<file path="config.mk">
export PLATFORM = sky130hd
export DESIGN_NAME = dm_port_arbiter
export DESIGN_NICKNAME = d
export VERILOG_FILES = /design/src/rtl/dm_port_arbiter.sv
export SDC_FILE = /design/constraint.sdc
export NUM_CORES = 1
export LEC_CHECK = 0
export CAP_MARGIN = 10
export CELL_PAD_IN_SITES_DETAIL_PLACEMENT = 2
export CELL_PAD_IN_SITES_GLOBAL_PLACEMENT = 2
export CORE_UTILIZATION = 14
export CTS_CLUSTER_SIZE = 20
export DETAILED_ROUTE_END_ITERATION = 8
export PLACE_DENSITY_LB_ADDON = 0.08
export SKIP_LAST_GASP = 1
export SLEW_MARGIN = 20
export SYNTH_ARGS = -nofsm -noshare
export SYNTH_HDL_FRONTEND = slang
export SYNTH_SLANG_ARGS = --single-unit
</file>
<file path="constraint.sdc">
create_clock -name Clk -period 2.51 [get_ports Clk]
set_clock_uncertainty 0.2 [all_clocks]
set_input_delay 0.753 -clock Clk [delete_from_list [all_inputs] [get_ports Clk]]
set_output_delay 0.753 -clock Clk [all_outputs]
set_load 0.02 [all_outputs]
</file>
<file path="src/rtl/dm_port_arbiter.sv">
// Round-robin arbiter sharing the 256x8 data memory between the core (port 0) and loader (port 1).
// Define DM_ARB_LOCK_EN to add Lock0/Lock1 ports and the OPEN/OWN0/OWN1 burst-ownership FSM.
module dm_port_arbiter #(
    parameter int AW = 8,
    parameter int DW = 8
) (
    input  logic          Clk,
    input  logic          Reset,
    input  logic          Req0,
    input  logic          Req1,
    input  logic          We0,
    input  logic          We1,
    input  logic [AW-1:0] Addr0,
    input  logic [AW-1:0] Addr1,
    input  logic [DW-1:0] WData0,
    input  logic [DW-1:0] WData1,
`ifdef DM_ARB_LOCK_EN
    input  logic          Lock0,
    input  logic          Lock1,
`endif
    output logic          Gnt0,
    output logic          Gnt1,
    output logic          RValid0,
    output logic          RValid1,
    output logic [DW-1:0] RData,
    output logic [AW-1:0] MemAddr,
    output logic          MemWe,
    output logic [DW-1:0] MemWData,
    input  logic [DW-1:0] MemRData
);

`ifdef DM_ARB_LOCK_EN
    typedef enum logic [1:0] {
        OPEN = 2'd0,
        OWN0 = 2'd1,
        OWN1 = 2'd2
    } lock_state_e;

    lock_state_e state_q, state_d;
`endif

    logic          last_q, last_d;
    logic          rvalid0_q, rvalid0_d;
    logic          rvalid1_q, rvalid1_d;
    logic [AW-1:0] mem_addr_q, mem_addr_d;
    logic          rr_gnt0, rr_gnt1;
    logic          gnt0, gnt1;

    // last_q = 1 means port 1 was granted most recently, so port 0 wins a tie.
    assign rr_gnt0 = Req0 && (!Req1 || last_q);
    assign rr_gnt1 = Req1 && (!Req0 || !last_q);

    always_comb begin
        gnt0 = 1'b0;
        gnt1 = 1'b0;
        if (!Reset) begin
`ifdef DM_ARB_LOCK_EN
            case (state_q)
                OWN0:    gnt0 = Req0;
                OWN1:    gnt1 = Req1;
                default: begin
                    gnt0 = rr_gnt0;
                    gnt1 = rr_gnt1;
                end
            endcase
`else
            gnt0 = rr_gnt0;
            gnt1 = rr_gnt1;
`endif
        end
    end

    assign Gnt0     = gnt0;
    assign Gnt1     = gnt1;
    assign MemWe    = (gnt0 && We0) || (gnt1 && We1);
    assign MemAddr  = gnt0 ? Addr0 : (gnt1 ? Addr1 : mem_addr_q);
    assign MemWData = gnt1 ? WData1 : WData0;

    // Pending read pulses are suppressed while Reset is high so a reset right after a grant yields no pulse.
    assign RValid0 = rvalid0_q && !Reset;
    assign RValid1 = rvalid1_q && !Reset;
    assign RData   = (RValid0 || RValid1) ? MemRData : '0;

    always_comb begin
        last_d     = last_q;
        rvalid0_d  = gnt0 && !We0;
        rvalid1_d  = gnt1 && !We1;
        mem_addr_d = MemAddr;
        if (gnt0) begin
            last_d = 1'b0;
        end else if (gnt1) begin
            last_d = 1'b1;
        end
    end

`ifdef DM_ARB_LOCK_EN
    // While owning, the owner is the only port that can be granted, so last_q already names it on release.
    always_comb begin
        state_d = state_q;
        case (state_q)
            OPEN: begin
                if (gnt0 && Lock0) begin
                    state_d = OWN0;
                end else if (gnt1 && Lock1) begin
                    state_d = OWN1;
                end
            end
            OWN0: begin
                if (!Req0 || !Lock0) begin
                    state_d = OPEN;
                end
            end
            OWN1: begin
                if (!Req1 || !Lock1) begin
                    state_d = OPEN;
                end
            end
            default: state_d = OPEN;
        endcase
    end
`endif

    always_ff @(posedge Clk) begin
        if (Reset) begin
            last_q     <= 1'b1;
            rvalid0_q  <= 1'b0;
            rvalid1_q  <= 1'b0;
            mem_addr_q <= '0;
`ifdef DM_ARB_LOCK_EN
            state_q    <= OPEN;
`endif
        end else begin
            last_q     <= last_d;
            rvalid0_q  <= rvalid0_d;
            rvalid1_q  <= rvalid1_d;
            mem_addr_q <= mem_addr_d;
`ifdef DM_ARB_LOCK_EN
            state_q    <= state_d;
`endif
        end
    end

endmodule

</file>
==> results.cfg, run 1 <==
[synthesis]
syn_nets = 125
synthMuxAreaShare = 0.128
synth_fa_ha_area_frac = 0
synthCells = 79
yosys_register_bits = 11
synth-simple-area-share = 0.209
syn_avg_cell_area_um2 = 9.27
synthXorXnorAreaFrac = 0
yosys-top-cells-area = dfxtp_1 30%, mux2_2 11%, o32ai_1 9.6%
synth_top_family_by_area = compound AO/OA/AOI/OAI gates
yosysWarningCount = 0
synth_compound_area_frac = 0.268
ys_seq_area_frac = 0.301
yosys.cell_types.count = 24
synth_area_um2 = 732
yosysTopAreaCell = dfxtp_1
synth_top_area_frac = 0.301

[setup_path]
crit_path_end_kind = output port
cp_max_fo = 7
crit_path_start_kind = primary input
required_ns = 1.56
crit_slowest_cell = mux2_4
crit_chain = buf_8 > nand2b_4 > nor2_4 > buf_6 > mux2_4 > buf_6
crit_top_cell = buf_6
crit_type = primary input to output port
slowest_delay_ns = 0.30
worstPathArrival_ns = 1.75

[route]
drt_wl_total_um = 4270
detail_route.vias_per_cell = 4.15
vias = 1076
antenna_left = 0
drt-pass1-iter-count = 3
drt_iter0_markers = 13
drc = 0
wire_per_inst_um = 16.5

[pwr]
power_mw = 0.782
p_per_area_nw_per_um2 = 365
power_leakage_nw = 0.961
ir_drop_mv = 0.208

[run]
maxCapViolations = 0

[finish]
post_route_cells_drive_above_1_share = 0.531
final_area_um2 = 2140
final_core_utilization = 0.439
n_antenna_cell = 0
final_nets = 239
area_delta_synth_final_pct = 193
fin_cells = 259

[cts]
h-tree-depth = 1
cts_tree = done
cts.clk_slew.worst_paths_ns = 0.06
clock_sinks = 11
clkLatencyLatePin_ns = 0.23
ctsHoldBuffers = 0
clockRootBuffer = clkbuf_8
numCtsBuffers = 3
max-clock-path-buffers = 2

[global_routing]
groute.usage.overall = 0.160
grt_pass1_wl_um = 6400
grt_max_degree = 11
grt_pass1_vias = 1219
grt.overflow.total = 0
antenna_found_initial = 0

[sta]
tns_ns = -2.77
worstMarginPinSlew_ns = 0.306
drv_slew = 0
relSlewSlack = 0.795
rsz0062_at_grt = yes
hold_violations = 0
setup_violations = 18
period_share = 1.08
timing.final.ws_setup_ns = -0.191
fmax_mhz = 370
period_minus_slack_ns = 2.70

[placement]
gp_congestion = 0.652
dpl.cell_count = 233
port_buffers = 74
placed_area_um2 = 1700
dp_hpwl_um = 2620

[die]
io_pins = 75
die_h_um = 74.3
die_x_um = 74.3
dieArea_um2 = 5520
initial_core_util = 0.150
row_count = 25
core_um2 = 4880

[outcome]
violations = setup timing
status = complete, but fails checks

[hold_path]
hp-class = register to register
-- registers in the layout, summed over array words and instances, names as in the netlist --
name        cells
mem_addr_q      8
last_q          1
rvalid0_q       1
rvalid1_q       1
-- per-layer routing --
layer  vias to the layer above  global-route usage  wire (µm)
met5                         -                   0          0
met4                         0              0.0440         57
met3                         6              0.0285        293
met2                        48               0.325       2340
met1                       506               0.165       1580
li1                        516                   -          -
-- critical path, delay by kind of cell --
kind / cells / cell delay, ns
buf+inv: 3 / 0.35
mux: 1 / 0.30
simple gates: 2 / 0.34
-- timing repair --
| item | 4_1_cts | 5_1_grt |
|---|---|---|
| endpoints found under the setup margin | 29 | 19 |
| setup buffers | 18 | 2 |
| endpoints found under the hold margin | 0 | 0 |
| pin swaps | 13 | 7 |
| cloned | 2 | 0 |
| resized for setup | 201 | 7 |
-- synth_stat cells --
library cell  instances
dfxtp_1              11
a211oi_1              8
a21oi_1               8
and2_1                8
inv_1                 8
o32ai_1               8
mux2_2                7
nor2_1                3
buf_6                 2
nor2b_1               2
a22o_1                1
and2_2                1
and2b_1               1
buf_2                 1
buf_4                 1
clkbuf_1              1
mux2_4                1
nand2b_1              1
nor2_8                1
nor2b_4               1
nor3_1                1
nor3b_4               1
o21ba_2               1
o21bai_1              1
-- power by group --
part           switching (mW)  internal [mW]  total [mW]  leakage (nW)
combinational           0.165          0.231       0.396         0.845
sequential             0.0106          0.188       0.198        0.0911
clock                  0.0779          0.109       0.187        0.0255
total                   0.254          0.528       0.782         0.961
-- area by class of cell --
type                            instances  area [µm²]
Tap cell                               67        83.8
Fill cell                             518        2740
Clock buffer                            3        41.3
Sequential cell                        11         220
Timing Repair Buffer                  113        1080
Inverter                                8        30.0
Multi-Input combinational cell         56         678
Clock inverter                          1        5.00
-- cells by family after synthesis --
| group | Yosys count |
|---|---|
| AOI/OAI and AO/OA | 27 |
| and+or+nand+nor | 20 |
| buffers and inverters | 13 |
| DFF | 11 |
| muxes | 8 |
-- through the flow --
step / hold slack [ns] / setup slack (ns)
3_5_place_dp: 0.361 / -1.06
3_3_place_gp: 0.364 / -1.03
6_report: 0.343 / -0.191
2_1_floorplan: 0.324 / -0.0335
4_1_cts: 0.340 / -0.184
5_1_grt: 0.380 / -0.249
-- cells in the final DEF (no fill, tap or decap), types with 8 or more instances in the layout --
cell type,instances
buf_4,33
buf_2,8
dfxtp_1,11
inv_1,8
clkdlybuf4s50_1,33
mux2_4,8
a211oi_1,8
buf_6,22
dlygate4sd2_1,10
o32ai_4,8
-- final timing paths --
path / depth (start not counted) / startpoint / end / slack (ns)
setup reg to reg: 7 / last_q / mem_addr_q[3] / 0.84
setup / recovery: 6 / Reset / MemWData[0] / -0.19
hold reg to reg: 2 / mem_addr_q[4] / mem_addr_q[4] / 0.34
hold / removal: 2 / mem_addr_q[4] / mem_addr_q[4] / 0.34
No activity file was read; power rests on OpenSTA's default activity.
==> run 2: changes to the inputs <==
--- a/config.mk
+++ b/config.mk
@@ -5,13 +5,14 @@
 export SDC_FILE = /design/constraint.sdc
 export NUM_CORES = 1
 export LEC_CHECK = 0
-export CAP_MARGIN = 10
+export CAP_MARGIN = 20
 export CELL_PAD_IN_SITES_DETAIL_PLACEMENT = 2
 export CELL_PAD_IN_SITES_GLOBAL_PLACEMENT = 2
 export CORE_UTILIZATION = 14
 export CTS_CLUSTER_SIZE = 20
 export DETAILED_ROUTE_END_ITERATION = 8
 export PLACE_DENSITY_LB_ADDON = 0.08
+export RECOVER_POWER = 50
 export SKIP_LAST_GASP = 1
 export SLEW_MARGIN = 20
 export SYNTH_ARGS = -nofsm -noshare
==> run 2 against run 1 <==
  * The run still ends with setup timing left
  * Routed wire length barely moved
  * Utilization did not move
  * Die area did not move
  * Cell count did not move
  * Combinational power barely moved
  * Global-route usage did not move
  * Hold slack did not move
  * Clock power barely moved
  * Critical path depth did not move
  * Total power barely moved
  * Register-to-register slack barely moved
  * Sequential share of layout area did not move
  * Critical endpoint unchanged
==> results.cfg, run 2 (synthesized netlist as in run 1, its figures left out) <==
[outcome]
status = complete, but fails checks
violations = setup timing

[setup_path]
required_ns = 1.56
crit_type = primary input to output port
reg2regPathDepth = 7
crit_path_start_kind = primary input
worstPathArrival_ns = 1.75
cp_max_fo = 7
crit_path_end_kind = output port

[sta]
drv_slew = 0
setup_violations = 18
hold_ws_ns = 0.343
worstMarginPinSlew_ns = 0.306
hold_violations = 0
period_share = 1.08
timing.final.ws_setup_ns = -0.191
relSlewSlack = 0.795
period_minus_slack_ns = 2.70
rsz0062_at_grt = yes
fmax_mhz = 370

[route]
vias = 1076
detail_route.vias_per_cell = 4.15
wire_per_inst_um = 16.5
drc = 0
drt_wl_total_um = 4270
antenna_left = 0
drt-pass1-iter-count = 3
drt_iter0_markers = 13

[finish]
n_antenna_cell = 0
area_delta_synth_final_pct = 193
final_area_um2 = 2140
regMostFlops = mem_addr_q
mostFrequentLayoutCells = 33 x buf_4, 31 x clkdlybuf4s50_1, 22 x buf_6
post_route_cells_drive_above_1_share = 0.531
final_common_cell = buf_4
final_nets = 239
final_core_utilization = 0.439
largest_register_ffs = 8

[die]
dieArea_um2 = 5520
core_um2 = 4880
initial_core_util = 0.150
die_h_um = 74.3
row_count = 25
io_pins = 75
die_x_um = 74.3

[global_routing]
grt_pass1_vias = 1219
antenna_found_initial = 0
grt_max_degree = 11
grt_pass1_wl_um = 6400
grt.overflow.total = 0
groute.usage.overall = 0.160

[run]
maxCapViolations = 0

[placement]
placed_area_um2 = 1700
port_buffers = 74
dp_hpwl_um = 2620
gp_congestion = 0.652

[hold_path]
hp-class = register to register
hold-path-cell-count = 2

[cts]
cts.clk_slew.worst_paths_ns = 0.06
max-clock-path-buffers = 2
clock_sinks = 11
h-tree-depth = 1
clockRootBuffer = clkbuf_8
cts_tree = done
clkLatencyLatePin_ns = 0.23
numCtsBuffers = 3

[pwr]
ir_drop_mv = 0.208
p_per_area_nw_per_um2 = 365
power_leakage_nw = 0.962
## run 2: changes by cell type in the layout (fill, tap and decap cells not counted), sizes merged
cell,change
dlygate4sd3,+2
clkdlybuf4s50,-2
## run 2: cell type report
class | count | area [µm²]
multi-input cells | 56 | 678
well taps | 67 | 83.8
clock buffers | 3 | 41.3
repair buffers | 113 | 1080
fillers | 518 | 2740
flip-flops and latches | 11 | 220
clock inverters | 1 | 5.00
inverters | 8 | 30.0
## run 2: where the power goes
part / total, mW / internal (mW) / switching (mW)
Sequential: 0.198 / 0.188 / 0.0106
Clock: 0.187 / 0.109 / 0.0779
Combinational: 0.396 / 0.230 / 0.165
Total: 0.781 / 0.528 / 0.254
## run 2: routing by layer
| layer | track usage | wire length, µm | vias up |
|---|---|---|---|
| li1 | - | - | 516 |
| met1 | 0.165 | 1570 | 506 |
| met2 | 0.325 | 2340 | 48 |
| met3 | 0.0285 | 293 | 6 |
| met4 | 0.0440 | 57 | 0 |
| met5 | 0 | 0 | - |
## run 2: through the flow
| step | setup WS, ns | TNS [ns] | power, mW | cells |
|---|---|---|---|---|
| final | -0.191 | -2.77 | 0.781 | 259 |
| after detailed placement | -1.06 | -27.20 | 0.495 | 233 |
| after CTS | -0.184 | -2.85 | 0.765 | 257 |
| after floorplan | -0.0335 | -0.303 | 0.321 | 79 |
| after global routing | -0.249 | -3.72 | 0.817 | 259 |
| after global placement | -1.03 | -26.29 | 0.489 | 233 |
## run 2: path summary, 6_finish.rpt
kind / end / from / slack [ns]
worst max-delay path: MemWData[0] / Reset / -0.19
worst min-delay path: mem_addr_q[4] / mem_addr_q[4] / 0.34
worst max register to register: mem_addr_q[3] / last_q / 0.84
worst min register to register: mem_addr_q[4] / mem_addr_q[4] / 0.34
## run 2: critical path, cell delays in order
cell      delay, ns
buf_8          0.10
nand2b_4       0.21
nor2_4         0.13
buf_6          0.12
mux2_4         0.30
buf_6          0.13
## run 2: repair_timing
item / CTS / global route
hold buffers: 0 / 0
buffers inserted: 18 / 2
resized for setup: 201 / 7
pin swaps: 13 / 7
cloned: 2 / 0
setup endpoints to repair: 29 / 19
